**src/rtl/cop_ctrl.sv**
```systemverilog
// CPU-facing controller for a GCD/LCM coprocessor: register file, launch/wait
// sequencing with timeout, zero-operand bypass and a level interrupt.
module cop_ctrl #(
  parameter int unsigned TIMEOUT = 1023
) (
  input  logic        clk,
  input  logic        reset,
  input  logic        cpu_we,
  input  logic [1:0]  cpu_addr,
  input  logic [31:0] cpu_wdata,
  output logic [31:0] cpu_rdata,
  output logic        cop_start,
  output logic [31:0] cop_operand,
  output logic        cop_op,
  input  logic        cop_done,
  input  logic [31:0] cop_result,
  output logic        irq
);

  typedef enum logic [1:0] {
    ST_IDLE   = 2'd0,
    ST_LAUNCH = 2'd1,
    ST_WAIT   = 2'd2
  } state_t;

  localparam logic [1:0]  ADDR_OPERANDS = 2'd0;
  localparam logic [1:0]  ADDR_CTRL     = 2'd1;
  localparam logic [1:0]  ADDR_STATUS   = 2'd2;
  localparam logic [15:0] CNT_LAST      = 16'(TIMEOUT - 1);

  state_t      state_q, state_d;
  logic [31:0] operands_q, operands_d;
  logic [31:0] result_q, result_d;
  logic        op_q, op_d;
  logic        irq_en_q, irq_en_d;
  logic        done_q, done_d;
  logic        timeout_q, timeout_d;
  logic [15:0] cnt_q, cnt_d;

  logic ctrl_wr, go, clr, busy, zero_operand;

  always_comb begin
    ctrl_wr      = cpu_we && (cpu_addr == ADDR_CTRL);
    go           = ctrl_wr && cpu_wdata[0];
    clr          = ctrl_wr && cpu_wdata[3];
    busy         = (state_q != ST_IDLE);
    zero_operand = (operands_q[31:16] == 16'd0) || (operands_q[15:0] == 16'd0);
  end

  always_comb begin
    state_d    = state_q;
    operands_d = operands_q;
    result_d   = result_q;
    op_d       = op_q;
    irq_en_d   = irq_en_q;
    done_d     = done_q;
    timeout_d  = timeout_q;
    cnt_d      = cnt_q;

    if (ctrl_wr) irq_en_d = cpu_wdata[2];
    if (clr) begin
      done_d    = 1'b0;
      timeout_d = 1'b0;
    end

    // Completion events below are assigned after clr so they take priority.
    case (state_q)
      ST_IDLE: begin
        if (cpu_we && (cpu_addr == ADDR_OPERANDS)) operands_d = cpu_wdata;
        if (go) begin
          op_d      = cpu_wdata[1];
          done_d    = 1'b0;
          timeout_d = 1'b0;
          if (zero_operand) begin
            result_d = cpu_wdata[1] ? 32'd0 : {16'd0, operands_q[31:16] | operands_q[15:0]};
            done_d   = 1'b1;
          end else begin
            state_d = ST_LAUNCH;
          end
        end
      end
      ST_LAUNCH: begin
        cnt_d   = 16'd0;
        state_d = ST_WAIT;
      end
      ST_WAIT: begin
        cnt_d = cnt_q + 16'd1;
        if (cop_done) begin
          result_d = cop_result;
          done_d   = 1'b1;
          state_d  = ST_IDLE;
        end else if (cnt_q == CNT_LAST) begin
          result_d  = 32'hFFFF_FFFF;
          timeout_d = 1'b1;
          state_d   = ST_IDLE;
        end
      end
      default: state_d = ST_IDLE;
    endcase
  end

  always_ff @(posedge clk) begin
    if (reset) begin
      state_q    <= ST_IDLE;
      operands_q <= 32'd0;
      result_q   <= 32'd0;
      op_q       <= 1'b0;
      irq_en_q   <= 1'b0;
      done_q     <= 1'b0;
      timeout_q  <= 1'b0;
      cnt_q      <= 16'd0;
    end else begin
      state_q    <= state_d;
      operands_q <= operands_d;
      result_q   <= result_d;
      op_q       <= op_d;
      irq_en_q   <= irq_en_d;
      done_q     <= done_d;
      timeout_q  <= timeout_d;
      cnt_q      <= cnt_d;
    end
  end

  always_comb begin
    cop_start   = (state_q == ST_LAUNCH);
    cop_operand = operands_q;
    cop_op      = op_q;
    irq         = irq_en_q & (done_q | timeout_q);
    case (cpu_addr)
      ADDR_OPERANDS: cpu_rdata = operands_q;
      ADDR_CTRL:     cpu_rdata = {29'd0, irq_en_q, op_q, 1'b0};
      ADDR_STATUS:   cpu_rdata = {28'd0, op_q, timeout_q, done_q, busy};
      default:       cpu_rdata = result_q;
    endcase
  end

endmodule

```
**config.mk**
```make
export PLATFORM = sky130hd
export DESIGN_NAME = cop_ctrl
export DESIGN_NICKNAME = d
export VERILOG_FILES = /design/src/rtl/cop_ctrl.sv
export SDC_FILE = /design/constraint.sdc
export NUM_CORES = 1
export LEC_CHECK = 0
export ABC_AREA = 1
export ABC_CLOCK_PERIOD_IN_PS = 1600
export CAP_MARGIN = 20
export CORE_MARGIN = 4
export CORE_UTILIZATION = 44
export CTS_BUF_LIST = sky130_fd_sc_hd__clkbuf_4
export DETAILED_ROUTE_END_ITERATION = 6
export GPL_TIMING_DRIVEN = 0
export PLACE_DENSITY = 0.79
export SLEW_MARGIN = 0
export SYNTH_ARGS = -nofsm -noshare
export SYNTH_HDL_FRONTEND = slang
export SYNTH_SLANG_ARGS = --single-unit
```
**constraint.sdc**
```tcl
create_clock -name clk -period 1.6 [get_ports clk]
set_input_delay 0.4 -clock clk [delete_from_list [all_inputs] [get_ports clk]]
set_output_delay 0.4 -clock clk [all_outputs]
set_load 0.02 [all_outputs]
```
==> impl_metrics.env, run 1 <==
export IMPL_status="complete, but fails checks"
export IMPL_violations="DRC, setup timing"
export IMPL_htreeDepth=3
export IMPL_power_density_mw_per_mm2=819
export IMPL_totalWireLength_um=21200
export IMPL_globalRouteTotalUtil_pct=28.7
export IMPL_grt_pass1_vias=5275
export IMPL_root_buffer="clkbuf_4"
export IMPL_final_common_cell="nor2_1"
export IMPL_setup_violations=70
export IMPL_antenna_found_initial=0
export IMPL_layout_common_cells="139 x nor2_1, 66 x nand2_1, 65 x clkdlybuf4s50_1"
export IMPL_hold_buffers=0
export IMPL_drc=3
export IMPL_arrival_ns=1.52
export IMPL_cts_tree="done"
export IMPL_port_buffers=134
export IMPL_row_count=36
export IMPL_final_seq_area_mm2=0.00185
export IMPL_worstSetupPathType="reg2out"
export IMPL_antenna_cells=0
export IMPL_drv_cap=0
export IMPL_clock_path_buffers=2
export IMPL_final_util_pct=79.1
export IMPL_finish_instance_area_mm2=0.00780
export IMPL_leakage_nw=3.27
export IMPL_fin_ws_ns=-0.321
export IMPL_die_area_mm2=0.0119
export IMPL_drt_iter0_drc=866
export IMPL_vias_per_cell=5.93
export IMPL_vias=6164
export IMPL_ant_nets=0
export IMPL_slew_headroom_pct=58.3
export IMPL_synth_seq_cells=86
export IMPL_r2r_setup_slack_ns=-0.23
export IMPL_final_hold_viol_count=0
export IMPL_cp_start_kind="flop"
export IMPL_worst_slew_pin_slew_ns=0.626
export IMPL_yosys_area_top_type_share_pct=38.3
export IMPL_placed_cell_area_mm2=0.00604
export IMPL_yosys_warnings=0
export IMPL_die_y_um=109
export IMPL_synth_cells=679
export IMPL_cts_sinks=86
export IMPL_synth_top_area_cell="dfxtp_1"
export IMPL_coreArea_mm2=0.00986
export IMPL_place_hpwl_um=12000
export IMPL_grt_pass1_wl_um=26400
export IMPL_final_nets=976
export IMPL_period_minus_slack_ns=1.92
export IMPL_min_path_type="in2reg"
export IMPL_syn_avg_cell_area_um2=6.62
export IMPL_wire_per_inst_um=20.4
export IMPL_clk_pin_slew_ns=0.18
export IMPL_die_x_um=109
export IMPL_clock_skew_ns=0.0347
export IMPL_ios=137
export IMPL_drive_gt1_share_pct=40.6
export IMPL_cts_made_buffers=9
export IMPL_finalPower_mw=6.39
export IMPL_dr_pass1_iters=7
export IMPL_slew_viol_final=0
export IMPL_syn_to_final_growth_pct=73.6
export IMPL_gp_congestion=0.921
export IMPL_grt_max_degree=16
export IMPL_min_period_over_period_pct=120
export IMPL_netlist_area_mm2=0.00449
export IMPL_ys_types=30
export IMPL_peakVddDrop_mv=0.424
export IMPL_yosysSeqAreaShare_pct=38.3
export IMPL_crit_path_end_kind="primary output"
export IMPL_setup_tns_ns=-8.60
export IMPL_synth_top_cells_by_area="dfxtp_1 38%, nor2_1 16%, nand2_1 7.7%"
export IMPL_synth_nets=754
export IMPL_overflow=0
export IMPL_initial_core_util_pct=45.5
export IMPL_multi_input_area_mm2=0.00293
export IMPL_rsz0062_at_grt="yes"
export IMPL_place_ws_ns=-1.40
export IMPL_fmax_mhz=521
export IMPL_worstSkewPairLatency_ns=0.48
export IMPL_fill_cells=554
export IMPL_worstPathRequired_ns=1.20
export IMPL_crit_fanout=3
-- cell usage after synthesis --
master	count
nor2_2	1
o311ai_0	1
a21oi_4	1
nor2_1	188
inv_1	45
dfxtp_1	86
ha_1	5
a22o_1	25
a211oi_1	1
nand4_1	38
o221ai_1	1
buf_6	4
nor2_4	2
nand2_2	3
nor3_1	3
o211a_1	1
clkinv_1	1
buf_4	2
o22ai_1	1
inv_2	10
o21ai_0	65
a21oi_1	20
buf_1	2
nand3_1	14
buf_2	6
clkbuf_1	28
o21ai_1	31
nand3_2	1
nand2_1	92
or2_1	1
-- worst paths after layout --
path,endpoint,depth (start not counted),start
worst min-delay path,done_q$_SDFF_PP0_,2,reset
worst max-delay path,cpu_rdata[0],4,state_q[0]$_SDFFE_PP0P_
worst min register to register,cnt_q[8]$_SDFFE_PP0P_,1,cnt_q[8]$_SDFFE_PP0P_
worst max register to register,result_q[11]$_SDFFE_PP0P_,11,cop_operand[16]$_SDFFE_PP0P_
-- routing by layer --
| metal | wire length [um] | global-route usage (%) | vias up | part of all wire [%] |
|---|---|---|---|---|
| li1 | - | - | 2699 | - |
| met4 | 1370 | 10.1 | 0 | 6.5 |
| met1 | 7300 | 36.3 | 2794 | 34 |
| met5 | 0 | 0 | - | 0 |
| met3 | 2690 | 5.98 | 160 | 13 |
| met2 | 9860 | 48.2 | 511 | 46 |
-- power breakdown --
part / leakage (nW) / switching, mW / internal, mW / total [mW]
clock network: 0.0599 / 0.864 / 0.322 / 1.19
registers: 0.729 / 0.220 / 2.31 / 2.53
logic: 2.48 / 1.43 / 1.24 / 2.67
total: 3.27 / 2.52 / 3.87 / 6.39
-- flip-flops by register name, summed over array words and instances (netlist names) --
register     cells
cnt_q           16
done_q           1
cop_operand     32
irq_en_q         1
timeout_q        1
result_q        32
cop_op           1
state_q          2
-- worst max-delay path, stage by stage (launching register included) --
cell	delay, ns
dfxtp_4	0.41
inv_4	0.04
ha_4	0.17
o311ai_4	0.26
buf_6	0.16
-- stage by stage --
stage | hold slack [ns] | std cells
after floorplan | 0.443 | 679
after global placement | 0.455 | 946
after detailed placement | 0.472 | 946
after CTS | 0.316 | 994
after global routing | 0.334 | 1039
final | 0.322 | 1039
-- final cells by class --
class | count | area share [%]
Buffer | 39 | 4.43
Inverter | 56 | 3.02
Clock inverter | 7 | 0.642
Multi-Input combinational cell | 495 | 37.5
Clock buffer | 9 | 0.866
Timing Repair Buffer | 214 | 27.6
Tap cell | 133 | 2.13
Sequential cell | 86 | 23.8
-- kinds of logic after synthesis --
group | Yosys count | share of synthesized area (%)
and+or+nand+nor | 343 | 32.0
buffers and inverters | 98 | 9.19
AOI/OAI and AO/OA | 147 | 19.1
DFF | 86 | 38.3
adders and majority gates | 5 | 1.39
-- repair_timing --
action | 4_1_cts | 5_1_grt
resized for setup | 395 | 246
gates cloned | 5 | 7
pin swaps | 17 | 62
buffers inserted | 28 | 43
endpoints found under the setup margin | 147 | 139
(Power assumes the default switching activity.)
==> run 2: changes to the inputs <==
- CAP_MARGIN: 20 -> unset
- SKIP_LAST_GASP: unset -> 1
==> impl_metrics.env, run 2 (synthesis results as in run 1) <==
export IMPL_drt_iter0_drc=801
export IMPL_dr_pass1_iters=7
export IMPL_r2r_start="cop_operand[18]$_SDFFE_PP0P_"
export IMPL_min_period_over_period_pct=120
export IMPL_ios=137
export IMPL_worst_r2r_path_depth=11
export IMPL_violations="DRC, setup timing"
export IMPL_finalPower_mw=6.26
export IMPL_final_common_cell="nor2_1"
export IMPL_cts_sinks=86
export IMPL_overflow=0
export IMPL_port_buffers=134
export IMPL_critPathBufInv=3
export IMPL_grt_max_degree=16
export IMPL_die_y_um=109
export IMPL_worstPathCellList="inv_1 -> nand3_1 -> nor2_2 -> nand2_2 -> nand3_4 -> nand2_4 -> nor2_4 -> buf_4 -> buf_6 -> nor2_1 -> nor2_1"
export IMPL_initial_core_util_pct=45.5
export IMPL_hold_depth=2
export IMPL_globalRouteTotalUtil_pct=28.6
export IMPL_die_x_um=109
export IMPL_vias_per_cell=5.95
export IMPL_clk_pin_slew_ns=0.15
export IMPL_row_count=36
export IMPL_cp_slowest_cell="dfxtp_2"
export IMPL_fmax_mhz=520
export IMPL_clock_power_share_pct=18.9
export IMPL_worstSkewPairLatency_ns=0.48
export IMPL_swShare_pct=39.4
export IMPL_drv_cap=0
export IMPL_crit_path_end_kind="flop"
export IMPL_syn_to_final_growth_pct=68.6
export IMPL_power_density_mw_per_mm2=826
export IMPL_final_seq_area_mm2=0.00184
export IMPL_cp_start_kind="flop"
export IMPL_cpMostUsedCell="nor2_1"
export IMPL_arrival_ns=2.32
export IMPL_slew_headroom_pct=56.9
export IMPL_r2r_setup_slack_ns=-0.32
export IMPL_clock_path_buffers=2
export IMPL_hp_start="reset"
export IMPL_rr_endpoint="result_q[11]$_SDFFE_PP0P_"
export IMPL_setup_violations=68
export IMPL_path_delay_family="simple AND/OR/NAND/NOR gates"
export IMPL_drive_gt1_share_pct=37.3
export IMPL_final_nets=976
export IMPL_grt_pass1_vias=5263
export IMPL_hold_buffers=0
export IMPL_final_hold_viol_count=0
export IMPL_worst_slew_pin_slew_ns=0.646
export IMPL_multi_input_area_mm2=0.00277
export IMPL_totalWireLength_um=20700
export IMPL_combPwrFrac_pct=40.9
export IMPL_layout_common_cells="159 x nor2_1, 69 x nand2_1, 65 x clkdlybuf4s50_1"
export IMPL_p_sw_mw=2.47
export IMPL_drc=6
export IMPL_max_stage_delay_ns=0.35
export IMPL_clock_skew_ns=0.0382
export IMPL_vias=6187
export IMPL_rsz0062_at_grt="yes"
export IMPL_place_hpwl_um=12000
export IMPL_slew_viol_final=0
export IMPL_status="complete, but fails checks"
export IMPL_min_path_type="in2reg"
export IMPL_antenna_found_initial=1
export IMPL_pwr_share_seq_pct=40.3
export IMPL_root_buffer="clkbuf_4"
export IMPL_peakVddDrop_mv=0.467
export IMPL_cts_made_buffers=9
export IMPL_worstSetupPathType="reg2reg"
export IMPL_wire_per_inst_um=19.9
export IMPL_fin_ws_ns=-0.325
export IMPL_setup_tns_ns=-9.59
export IMPL_leakage_nw=3.19
export IMPL_gp_congestion=0.921
export IMPL_worstPathRequired_ns=1.99
export IMPL_fill_cells=616
export IMPL_ant_nets=0
export IMPL_die_area_mm2=0.0119
export IMPL_cts_tree="done"
export IMPL_hold_end="done_q$_SDFF_PP0_"
export IMPL_crit_fanout=6
export IMPL_htreeDepth=3
export IMPL_period_minus_slack_ns=1.92
export IMPL_intPower_mw=3.79
export IMPL_coreArea_mm2=0.00986
export IMPL_grt_pass1_wl_um=26400
-- run 2: cell count changes in the layout (fill, tap and decap cells not counted), sizes merged --
cell    before  now
buf        135  134
clkbuf      42   43
diode        0    1
-- run 2: through the flow --
| stage | instances | utilization (%) | instance area (um^2) | setup slack, ns | hold WS, ns |
|---|---|---|---|---|---|
| after floorplan | 679 | - | 4540 | -0.0520 | 0.443 |
| after global placement | 946 | 61.3 | 6040 | -1.37 | 0.455 |
| after detailed placement | 946 | 61.3 | 6040 | -1.40 | 0.472 |
| after CTS | 994 | 68.7 | 6770 | -0.266 | 0.316 |
| after global routing | 1040 | 76.8 | 7570 | -0.456 | 0.361 |
| final | 1040 | 76.8 | 7570 | -0.325 | 0.347 |
-- run 2: power by group through the flow --
| stage | Sequential [mW] | Clock [mW] | Combinational (mW) |
|---|---|---|---|
| global route | 2.53 | 1.25 | 2.68 |
| CTS | 2.49 | 1.14 | 1.91 |
| global placement | 2.52 | 0 | 1.70 |
| floorplan | 2.54 | 0 | 1.03 |
| finish | 2.52 | 1.18 | 2.56 |
| detailed placement | 2.53 | 0 | 1.74 |
-- run 2: worst max-delay path by stage --
stage,startpoint,endpoint,depth (start not counted)
floorplan,cpu_addr[1],cpu_rdata[11],5
global placement,cpu_addr[0],cpu_rdata[9],6
detailed placement,cpu_addr[0],cpu_rdata[25],6
CTS,state_q[0]$_SDFFE_PP0P_,cpu_rdata[0],4
global route,cop_operand[16]$_SDFFE_PP0P_,result_q[11]$_SDFFE_PP0P_,11
finish,cop_operand[18]$_SDFFE_PP0P_,result_q[11]$_SDFFE_PP0P_,11
-- run 2: what timing repair did --
action	in CTS	in global routing
pin swaps	17	54
setup endpoints to repair	147	139
gates resized for setup	383	206
gates cloned	5	7
setup buffers	28	42
-- run 2: cell type report --
type	count	share of cell area, %
Multi-Input combinational cell	495	36.5
Timing Repair Buffer	213	27.7
Sequential cell	86	24.3
Buffer	40	4.59
Inverter	56	3.11
Tap cell	133	2.20
Clock buffer	9	0.892
Clock inverter	7	0.661
Antenna cell	1	0.0330
-- run 2: worst register-to-register path, cell delays in order (launching register included) --
cell	delay, ns
dfxtp_2	0.35
inv_1	0.15
nand3_1	0.14
nor2_2	0.17
nand2_2	0.14
nand3_4	0.14
nand2_4	0.07
nor2_4	0.21
buf_4	0.16
buf_6	0.13
nor2_1	0.06
nor2_1	0.16
-- run 2: per-layer routing --
layer	global-route usage [%]	share of wire (%)
met5	0	0
met4	10.2	6.7
met3	5.86	13
met2	47.9	46
met1	36.5	34
==> edit: new RTL, settings of run 2 <==
Register the output `cpu_rdata`, cleared by the reset; this adds one clock of latency there. The other outputs are not delayed to match.
--- a/src/rtl/cop_ctrl.sv
+++ b/src/rtl/cop_ctrl.sv
@@ -29,2 +29,4 @@
   localparam logic [15:0] CNT_LAST      = 16'(TIMEOUT - 1);
+
+  logic [31:0] cpu_rdata_d;
 
@@ -129,7 +131,15 @@
     case (cpu_addr)
-      ADDR_OPERANDS: cpu_rdata = operands_q;
-      ADDR_CTRL:     cpu_rdata = {29'd0, irq_en_q, op_q, 1'b0};
-      ADDR_STATUS:   cpu_rdata = {28'd0, op_q, timeout_q, done_q, busy};
-      default:       cpu_rdata = result_q;
+      ADDR_OPERANDS: cpu_rdata_d = operands_q;
+      ADDR_CTRL:     cpu_rdata_d = {29'd0, irq_en_q, op_q, 1'b0};
+      ADDR_STATUS:   cpu_rdata_d = {28'd0, op_q, timeout_q, done_q, busy};
+      default:       cpu_rdata_d = result_q;
     endcase
+  end
+
+  always_ff @(posedge clk) begin
+    if (reset) begin
+      cpu_rdata <= '0;
+    end else begin
+      cpu_rdata <= cpu_rdata_d;
+    end
   end
Check against the original RTL: not equivalent (a bounded check fails within 4 cycles, from zero or initial values and one cycle with reset high).
==> edit against run 2 <==
Power grew 29%. Combinational power down 5%. Synthesized area rose by 18%. The run still ends with DRC, setup timing left. Clock skew fell by 0.012 ns. Non-clock buffer count decreased by 15. Worst hold slack better by 0.033 ns. Via count increased by 5.6%. Sequential power up 33%. Final area is 6.2% higher. Worst setup slack better by 0.083 ns. Wire length is 4.8% higher. Sequential cell count rose by 32. Count of clock-buffer cells in the layout up 9.
==> edit: results (changes against run 2) <==
Synth area leaders=dfxtp_1 44%, nor2_1 13%, o21ai_0 8.7%; H-tree levels=4 (+1); Antenna diodes=2 (+1); reg2reg end=result_q[1]; post-CTS resize count=326 (-15%); fraction of area in multi-input gates=0.364 (-0.00119); CTS Buf Count=17 (+8); Compound-Gate Fraction of Synth Area=0.147 (-0.0436); worst slew pin tran=0.652 ns (+0.00637 ns); Placer Congestion=0.929 (+0.86%); Routed Wire Length=21.7 mm (+4.8%); syn_nets=845 (+12%); initial antenna violation count=2 (+1); DR vias=6534 (+5.6%); Reg clk slew, reported paths=0.11 ns (-0.04 ns); Iteration-0 DRC Markers=1041 (+30%); clock skew after layout=0.0262 ns (-0.0120 ns); Non-clk invs=54 (-3.6%); failing checks=DRC, setup timing; Layout clock area frac=0.0366 (+0.0210); Synth Area in Adders=0.0118 (-0.00215); Multi-input gate area=2930 sq um (+5.8%); post-synthesis register bit count=118 (+37%); critical path peak fanout=8 (+2); Area after DPL=6860 sq um (+13%); worst r2r src=cop_operand[1]; sequential cell area share=0.311 (+0.0672); Worst path max stage delay=0.40 ns (+0.05 ns); clock buffers=18 (+9); post-DP HPWL=13.0 mm (+8.2%); Total GRT Usage=0.275 (-0.0111); status=complete, but fails checks; DRC viols=13 (+7); NonClk Buf Share=0.239 (-0.0830); layout cells sized above 1=0.327 (-0.0461); count of cell types in the netlist=28 (-6.7%); final worst slack=-0.241 ns (+0.0835 ns); pre-CTS setup slack=-0.677 ns (+0.719 ns); Peak VDD IR=524 uV (+12%); Clock Latency Late Sink=0.55 ns (+0.07 ns); LEAKAGE=3.34 nW (+4.8%); Setup Buffers After CTS=27 (-3.6%); Setup-failing EPs final=49 (-28%); sequential share of the synthesized area=0.445 (+0.0613); first-pass GRT wire length=30.3 mm (+15%); count of multi-input gates=549 (+11%); Crit-path slowest cell=dfxtp_4; DR WL met3=2.61 mm (-1.2%)
==> edit: cell types whose count changed after synthesis, moves of 6 or more <==
cell / before / now
a22o_1: 25 / 0
nor2_1: 188 / 182
a21oi_1: 20 / 48
dfxtp_1: 86 / 118
o21ai_0: 65 / 92
o21ai_1: 31 / 3
nand2_1: 92 / 112
nand3_1: 14 / 48
==> edit: layer usage <==
metal  GRT usage  vias up
met2       0.429      509
met4       0.165        0
met5           0        -
met3      0.0812      160
met1       0.335     2900
li1            -     2965
==> edit: how the worst max path moves through the flow <==
| stage | startpoint | end | slack (ns) | cells after the start |
|---|---|---|---|---|
| after global routing | cop_operand[0] | result_q[1] | -0.26 | 11 |
| after floorplan | state_q[0] | result_q[0] | -0.02 | 11 |
| after global placement | cpu_addr[1] | cpu_rdata[2] | -0.66 | 6 |
| after CTS | state_q[0] | cop_start | -0.20 | 3 |
| after detailed placement | cpu_addr[1] | cpu_rdata[2] | -0.68 | 6 |
| final | cop_operand[1] | result_q[1] | -0.24 | 11 |
==> edit: where the power goes <==
part | total, W | switching (W) | internal [W]
clock network | 0.00229 | 0.00120 | 0.00109
logic | 0.00243 | 0.00135 | 0.00108
registers | 0.00335 | 0.000218 | 0.00313
total | 0.00807 | 0.00277 | 0.00529
==> edit: metrics by stage <==
stage                     hold WS (ns)  cells  TNS [ns]
final                            0.380   1136     -6.96
after global routing             0.374   1136     -8.60
after CTS                        0.331   1110    -0.640
after detailed placement         0.461   1047    -53.35
after global placement           0.454   1047    -52.92
after floorplan                  0.443    770    -0.240
==> edit: logic make-up after synthesis <==
logic type	Yosys count
flip-flops	118
AO/OA/AOI/OAI	150
AND/OR/NAND/NOR	394
buffers and inverters	103
adder cells (fa/ha/maj)	5
